<file path="config.mk">
export PLATFORM = sky130hd
export DESIGN_NAME = mem_stage
export DESIGN_NICKNAME = d
export VERILOG_FILES = /design/src/rtl/mem_stage.sv
export SDC_FILE = /design/constraint.sdc
export NUM_CORES = 1
export LEC_CHECK = 0
export CELL_PAD_IN_SITES_DETAIL_PLACEMENT = 1
export CELL_PAD_IN_SITES_GLOBAL_PLACEMENT = 1
export CORE_MARGIN = 2
export CORE_UTILIZATION = 30
export CTS_CLUSTER_SIZE = 20
export DETAILED_ROUTE_END_ITERATION = 8
export PLACE_DENSITY = 0.81
export SLEW_MARGIN = 20
export SYNTH_ARGS = -nofsm -noshare
export SYNTH_HDL_FRONTEND = slang
export SYNTH_SLANG_ARGS = --single-unit
</file>
<file path="constraint.sdc">
create_clock -name clk -period 8.5 [get_ports clk]
set_clock_uncertainty 0.05 [all_clocks]
set_input_delay 1.7 -clock clk [delete_from_list [all_inputs] [get_ports clk]]
set_output_delay 1.7 -clock clk [all_outputs]
set_load 0.005 [all_outputs]
</file>
<file path="src/rtl/mem_stage.sv">
// Memory stage of the pipelined core: issues one data-bus transaction per
// load/store, stalls the front of the pipeline while the bus is busy,
// extends load data, and owns the MEM/WB pipeline register.
module mem_stage #(
    parameter int TIMEOUT = 15
) (
    input  logic        clk,
    input  logic        reset,
    input  logic        RegWriteM,
    input  logic [1:0]  ResultSrcM,
    input  logic        MemWriteM,
    input  logic [31:0] ALUResultM,
    input  logic [31:0] WriteDataM,
    input  logic [4:0]  RdM,
    input  logic [31:0] PCPlus4M,
    input  logic [2:0]  Funct3M,
    output logic        dmem_req,
    output logic        dmem_we,
    output logic [31:0] dmem_addr,
    output logic [31:0] dmem_wdata,
    output logic [3:0]  dmem_be,
    input  logic [31:0] dmem_rdata,
    input  logic        dmem_ack,
    output logic        StallM,
    output logic        FaultM,
    output logic        RegWriteW,
    output logic [1:0]  ResultSrcW,
    output logic [31:0] ALUResultW,
    output logic [31:0] ReadDataW,
    output logic [4:0]  RdW,
    output logic [31:0] PCPlus4W
);

    localparam int CW = (TIMEOUT > 1) ? $clog2(TIMEOUT + 1) : 1;

    typedef enum logic [1:0] {IDLE, BUSY, DONE} state_t;

    state_t          state, state_nxt;
    logic [CW-1:0]   cnt_p1;
    logic            err_p1;
    logic [31:0]     rdata_p1;

    logic            is_load, is_store, acc;
    logic            unsup, misal, illegal;
    logic            start_c, stall_c, fault_c, tmo_c;

    // Select and sign/zero-extend the addressed lane of a read word.
    function automatic logic [31:0] load_ext(input logic [31:0] word,
                                             input logic [2:0]  f3,
                                             input logic [1:0]  lane);
        logic signed [7:0]  b;
        logic signed [15:0] h;
        case (lane)
            2'd0:    b = word[7:0];
            2'd1:    b = word[15:8];
            2'd2:    b = word[23:16];
            default: b = word[31:24];
        endcase
        h = lane[1] ? word[31:16] : word[15:0];
        case (f3)
            3'b000:  return 32'(b);
            3'b001:  return 32'(h);
            3'b100:  return {24'b0, b};
            3'b101:  return {16'b0, h};
            default: return word;
        endcase
    endfunction

    // Replicate store data across every lane it may land in.
    function automatic logic [31:0] store_lanes(input logic [31:0] data,
                                                input logic [1:0]  size);
        case (size)
            2'b00:   return {4{data[7:0]}};
            2'b01:   return {2{data[15:0]}};
            default: return data;
        endcase
    endfunction

    // Byte-enable mask for the access size at the given byte offset.
    function automatic logic [3:0] byte_en(input logic [1:0] size,
                                           input logic [1:0] lane);
        case (size)
            2'b00:   return 4'b0001 << lane;
            2'b01:   return lane[1] ? 4'b1100 : 4'b0011;
            default: return 4'b1111;
        endcase
    endfunction

    // Decode the access kind and check size/alignment legality.
    always_comb begin
        is_store = MemWriteM;
        is_load  = ~MemWriteM & (ResultSrcM == 2'b01);
        acc      = is_store | is_load;
        if (is_store)
            unsup = Funct3M[2] | (Funct3M[1:0] == 2'b11);
        else
            unsup = (Funct3M[1:0] == 2'b11) | (Funct3M[2] & Funct3M[1]);
        misal    = ((Funct3M[1:0] == 2'b01) & ALUResultM[0]) |
                   ((Funct3M[1:0] == 2'b10) & (ALUResultM[1:0] != 2'b00));
        illegal  = acc & (unsup | misal);
    end

    // Next-state and stall/fault decisions for the bus handshake.
    always_comb begin
        state_nxt = state;
        start_c   = 1'b0;
        stall_c   = 1'b0;
        fault_c   = 1'b0;
        tmo_c     = (cnt_p1 == CW'(TIMEOUT - 1));
        case (state)
            IDLE: begin
                if (acc && !illegal) begin
                    start_c   = 1'b1;
                    stall_c   = 1'b1;
                    state_nxt = BUSY;
                end else if (illegal) begin
                    fault_c   = 1'b1;
                end
            end
            BUSY: begin
                stall_c = 1'b1;
                if (dmem_ack || tmo_c)
                    state_nxt = DONE;
            end
            DONE: begin
                fault_c   = err_p1;
                state_nxt = IDLE;
            end
            default: state_nxt = IDLE;
        endcase
    end

    assign StallM = stall_c & ~reset;
    assign FaultM = fault_c & ~reset;

    // State register, timeout counter and error flag.
    always_ff @(posedge clk or posedge reset) begin
        if (reset) begin
            state  <= IDLE;
            cnt_p1 <= '0;
            err_p1 <= 1'b0;
        end else begin
            state <= state_nxt;
            if (start_c) begin
                cnt_p1 <= '0;
                err_p1 <= 1'b0;
            end else if (state == BUSY) begin
                cnt_p1 <= cnt_p1 + 1'b1;
                if (dmem_ack)
                    err_p1 <= 1'b0;
                else if (tmo_c)
                    err_p1 <= 1'b1;
            end
        end
    end

    // Captured read word; only meaningful once an ack has been seen.
    always_ff @(posedge clk) begin
        if (state == BUSY && dmem_ack)
            rdata_p1 <= dmem_rdata;
    end

    // Bus request registers: loaded on access start, held while busy.
    always_ff @(posedge clk or posedge reset) begin
        if (reset) begin
            dmem_req   <= 1'b0;
            dmem_we    <= 1'b0;
            dmem_addr  <= '0;
            dmem_wdata <= '0;
            dmem_be    <= '0;
        end else if (start_c) begin
            dmem_req   <= 1'b1;
            dmem_we    <= is_store;
            dmem_addr  <= {ALUResultM[31:2], 2'b00};
            dmem_wdata <= store_lanes(WriteDataM, Funct3M[1:0]);
            dmem_be    <= byte_en(Funct3M[1:0], ALUResultM[1:0]);
        end else if (state == BUSY && (dmem_ack || tmo_c)) begin
            dmem_req   <= 1'b0;
        end
    end

    // MEM/WB register: bubble while stalled, faulting ops never write back.
    always_ff @(posedge clk or posedge reset) begin
        if (reset) begin
            RegWriteW  <= 1'b0;
            ResultSrcW <= '0;
            ALUResultW <= '0;
            ReadDataW  <= '0;
            RdW        <= '0;
            PCPlus4W   <= '0;
        end else if (stall_c) begin
            RegWriteW  <= 1'b0;
            ResultSrcW <= '0;
            ALUResultW <= '0;
            ReadDataW  <= '0;
            RdW        <= '0;
            PCPlus4W   <= '0;
        end else begin
            RegWriteW  <= RegWriteM & ~fault_c;
            ResultSrcW <= ResultSrcM;
            ALUResultW <= ALUResultM;
            RdW        <= RdM;
            PCPlus4W   <= PCPlus4M;
            if (state == DONE && is_load && !err_p1)
                ReadDataW <= load_ext(rdata_p1, Funct3M, ALUResultM[1:0]);
            else
                ReadDataW <= '0;
        end
    end

endmodule

</file>
Word-level counts from Yosys, hierarchy flattened:

Index checks and enable logic that the tools add are counted.

* register bits after elaboration: 211
* bits in latches: 0
* bits in writable memories: 0
* bits in read-only memories: 0
* bits of input ports: 143
* memories kept: 0

* $add $sub $neg: 1
* multiply operators: 0
* divide/modulo/power cells: 0
* order comparisons: 0
* equal/unequal tests: 14
* shift-type cells: 1
* mux-type cells: 31
* bitwise operators: 16
* reduce and logical (&&, ||, !) cells: 18

Operators by type and width (count)
* 32-bit 2-to-1 mux: 4
* 32-bit one-hot mux with 4 select lines: 1
* 32-bit one-hot mux with 2 select lines: 1
* 8-bit one-hot mux with 3 select lines: 1
* 16-bit 2-to-1 mux: 1
* 1-bit 2-to-1 mux: 12
* 4-bit 2-to-1 mux: 3
* 1-bit AND: 8
* 2-bit by 1-bit equality test with 1-bit output, second input constant: 4
* 2-bit equality test, second input constant: 4
* 4-bit one-hot mux with 2 select lines: 1
* 3-bit equality test, second input constant: 2
* 2-bit zero test: 3
* 2-bit 2-to-1 mux: 3
* 2-bit nonzero test: 3
* 1-bit logical AND: 5
* 5-bit 2-to-1 mux: 1
* 1-bit bitwise OR: 5
* 4-bit by 1-bit adder with 4-bit output, second input constant: 1
* 4-bit equality test, second input constant: 1
* 2-bit inequality test, second input constant: 2
* 1-bit one-hot mux with 2 select lines: 2
* 2-bit one-hot mux with 2 select lines: 1
* 2-bit AND reduction: 2
* 7 further kinds: 10

Logic depth before layout (Yosys ltp):

* depth after elaboration: 12
* mapped depth: 8
* gate-level depth less buffers: 5

Worst setup path before layout:

No wires, ideal clock.

* path kind: in2out
* start point: input port Funct3M[1]
* end point: output port StallM
* arrival: 2.689 ns
* data required time: 6.750 ns
* path slack: 4.061 ns
* stages: 6
* buffers on the path: 2
* path through: clkbuf_1 a221oi_1 o221ai_1 buf_2 and2_1 nor2_1

* word-level cells in the longest chain between the ends: 10

RTL lines
* from (decl): line 16 `input logic [2:0] Funct3M,`
* 2-bit equality test (tied with other cells): line 95, 97
* 1-bit bitwise OR (tied with other cells): line 97 `unsup = (Funct3M[1:0] == 2'b11) | (Funct3M[2] & Funct3M[1]);`
* 1-bit 2-to-1 mux / 1-bit bitwise OR (equally long branches): line 94, 98
* 1-bit bitwise OR *: line 100 `illegal = acc & (unsup | misal);`
* 1-bit AND *: line 100
* 1-bit zero test *: line 112 `if (acc && !illegal) begin`
* 1-bit logical AND *: line 112
* 1-bit 2-to-1 mux *: line 112
* 1-bit one-hot mux with 2 select lines *: line 110 `case (state)`
* 1-bit AND *: line 133 `assign StallM = stall_c & ~reset;`
* to (decl): line 24 `output logic StallM,`

Mark *: on every way between the ends. The rest lies on a longest branch, timed or not.

Worst setup path in the final report:

* start point: input port ALUResultM[0]
* end point: output port StallM

* word-level cells in the longest chain between the ends: 10

RTL lines
* from (decl): line 12 `input logic [31:0] ALUResultM,`
* 2-bit nonzero test: line 99 `((Funct3M[1:0] == 2'b10) & (ALUResultM[1:0] != 2'b00));`
* 1-bit AND: line 99
* 1-bit bitwise OR *: line 98 `misal = ((Funct3M[1:0] == 2'b01) & ALUResultM[0]) |`
* 1-bit bitwise OR *: line 100
* 1-bit AND *: line 100
* 1-bit zero test *: line 112
* 1-bit logical AND *: line 112
* 1-bit 2-to-1 mux *: line 112
* 1-bit one-hot mux with 2 select lines *: line 110
* 1-bit AND *: line 133

Marks and branches as above.

==> results.py <==
metrics = {
    "yosys": {
        "syn-cell-area_um2": 8080,
        "synth-seq-cells": 211,
        "synth_top_area_cell": "dfrtp_1",
        "synthFlopType": "dfrtp_1",
        "seq_area_frac_synth_pct": 67.4,
        "ys_types": 45,
        "synth-compound-area-share_pct": 7.44,
        "synthAdderAreaFrac_pct": 0.310,
        "netlist_top_cells_area": "dfrtp_1 55%, edfxtp_1 12%, mux2_2 5.7%, and3_1 5.5%, mux2i_1 3.1%",
        "synth_edf_count": 32,
        "muxShareOfSynthArea_pct": 9.10,
        "synthSimpleGateAreaFrac_pct": 12.1,
        "synth-xor-area-share_pct": 0.108,
        "synth_top_family_by_area": "simple AND/OR/NAND/NOR gates",
        "yosysWarnings": 0,
        "yosys.area.top_type_share_pct": 55.5,
        "synth_cells": 624,
        "ys_async_sr_fraction_pct": 84.8,
        "synth_area_per_cell_um2": 12.9,
    },
    "route": {
        "dr.pass1.iters": 4,
        "viasPerCell": 4.79,
        "wl_per_cell_um": 19.7,
        "via_count": 6178,
        "drt_first_iter_violations": 349,
        "postRouteWirelength_um": 25500,
        "ant_nets": 0,
        "drc_errors": 0,
    },
    "flow_run": {
        "cap_violations": 0,
    },
    "sta": {
        "fin_tns_setup_ps": 0,
        "max_freq_ghz": 0.175,
        "fin_crit_sh_pct": 67.3,
        "tightest_slew_ps": 980,
        "layout_min_cycle_time_ps": 5720,
        "hold_viol": 0,
        "slew_headroom_pct": 34.5,
        "final-setup-viol-count": 0,
        "finalMaxSlewViolations": 0,
        "rsz0062_at_grt": "no",
    },
    "clocking": {
        "cts_tree": "done",
        "clock_latency_ps": 520,
        "cts_root_buf": "clkbuf_16",
        "hold_buffers": 0,
        "post_cts_buffers": 0,
        "cts_num_sinks": 211,
        "cts_buffer_depth": 3,
        "cts_max_level": 1,
        "cts_buffers": 24,
        "ctsResizeCount": 0,
        "clkSlewWorstSetupHoldPaths_ps": 60,
    },
    "place": {
        "portBuffers": 316,
        "hpwlAfterDp_um": 17800,
        "gp_congestion": 0.808,
        "placedInstanceArea_um2": 11500,
    },
    "worst_setup_path": {
        "cp-start-kind": "primary input",
        "critPathCaptureType": "output port",
        "cp.arrival_ps": 3970,
        "crit_start": "ALUResultM[0]",
        "critPathKind": "in2out",
        "critPathRequiredTime_ps": 6750,
        "crit_fanout": 7,
        "regToRegStartpoint": "state[0]",
    },
    "cells_and_area": {
        "regArea_um2": 5440,
        "multi_input_area_um2": 2370,
        "final_cell_mix": "315 x clkdlybuf4s50_1, 179 x dfrtp_1, 71 x and3_1, 41 x mux2_2, 41 x nand2_1",
        "synthToLayoutAreaGrowth_pct": 53.5,
        "final_common_cell": "clkdlybuf4s50_1",
        "fillers": 2808,
        "drive_above_1_share_pct": 11.3,
        "stdcell_area_um2": 12400,
        "fin_nets": 1075,
    },
    "die": {
        "die_w_um": 168,
        "num_rows": 60,
        "io_pins": 319,
        "coreArea_um2": 26700,
        "start_util_pct": 30.2,
        "die-area_um2": 28200,
        "fp.dieH_um": 168,
    },
    "min_path": {
        "hold_start": "rdata_p1[2]",
        "min_path_type": "reg2reg",
    },
    "global_route": {
        "grt_pass1_vias": 6751,
        "grt_max_degree": 110,
        "grt_first_pass_wirelength_um": 39500,
        "grt-ovfl-total": 0,
        "grt_usage_pct": 18.0,
        "antenna_found_initial": 1,
    },
    "status": {
        "status": "finished clean",
    },
    "power_and_ir_drop": {
        "power_density_nw_per_um2": 254,
        "vdd_drop_max_uv": 202,
        "leakage_uw": 0.00539,
    },
}
==> flip-flops by register name, summed over array words and instances (netlist names) <==
| signal | cells |
|---|---|
| ResultSrcW | 2 |
| dmem_wdata | 32 |
| PCPlus4W | 32 |
| dmem_req | 1 |
| RegWriteW | 1 |
| ALUResultW | 32 |
| ReadDataW | 32 |
| dmem_addr | 30 |
| cnt_p1 | 4 |
| dmem_we | 1 |
| RdW | 5 |
| rdata_p1 | 32 |
| dmem_be | 4 |
| err_p1 | 1 |
| state | 2 |
==> cells in the mapped netlist (2+ instances only) <==
library cell  instances
buf_2                11
a22o_1                7
a31oi_1               8
o21ai_0              29
and2_1                4
buf_4                 2
a32oi_1               7
o21ai_1               2
inv_1                20
a221oi_1              2
nor2_1               16
nand2_1              41
nor2_2                2
buf_6                 2
nor2b_1               5
and3_1               71
clkbuf_1             28
edfxtp_1             32
a21oi_2              10
buf_1                 2
nand2b_1              4
or2_2                 2
mux2_2               41
nand3b_1              2
nand3_1              31
ha_1                  2
a21oi_1              21
dfrtp_1             179
mux2i_1              25
==> where the power goes <==
| group | switching (µW) | total [µW] | leakage, µW | internal (µW) |
|---|---|---|---|---|
| combinational | 286 | 747 | 0.00242 | 461 |
| clock | 417 | 1100 | 0.000415 | 682 |
| sequential | 92.1 | 1310 | 0.00255 | 1210 |
| total | 795 | 3150 | 0.00539 | 2360 |
==> layer usage <==
layer | global-route usage (%) | routed length [µm] | vias up
met5 | 0 | 0 | -
met4 | 4.65 | 573 | 0
met3 | 5.34 | 2020 | 30
met2 | 31.6 | 13000 | 211
met1 | 21.7 | 9890 | 3137
li1 | - | - | 2800
==> stage by stage <==
stage | hold slack (ps) | total power (µW) | setup slack [ps] | std cells | util [%]
2_1_floorplan | 393 | 1560 | 1890 | 625 | -
3_3_place_gp | 408 | 2050 | 2790 | 1245 | 43.2
3_5_place_dp | 419 | 2080 | 2770 | 1245 | 43.2
4_1_cts | 433 | 3200 | 2750 | 1289 | 46.4
5_1_grt | 443 | 3310 | 2660 | 1290 | 46.4
6_report | 427 | 3150 | 2780 | 1291 | 46.4
==> logic make-up after synthesis <==
group	count (synthesis)
adder cells (fa/ha/maj)	2
other	1
XOR/XNOR	1
buffers and inverters	66
multiplexers	67
flip-flops	211
AND/OR/NAND/NOR	184
AO/OA/AOI/OAI	92
==> critical path, stage by stage <==
cell and delay, ps:
clkdlybuf4s50_1 610, a221oi_1 640, o221ai_4 180, and2_1 180, nor2_1 90, clkdlybuf4s50_1 560
==> layout make-up <==
type	count	area share [%]
flip-flops and latches	211	43.9
clock inverters	7	0.888
well taps	341	3.44
clock buffers	37	5.91
multi-input cells	348	19.2
diodes	2	0.0404
repair buffers	324	26.0
inverters	21	0.697
==> worst paths after layout <==
kind	end	slack (ps)	cells past startpoint
setup / recovery	StallM	2780	6
hold reg to reg	ReadDataW[2]	430	1
min in group asynchronous	cnt_p1[0]	1700	2
max in group asynchronous	dmem_wdata[28]	5180	3
setup reg to reg	dmem_wdata[5]	5770	5
hold / removal	ReadDataW[2]	430	1
(Power assumes the default switching activity.)
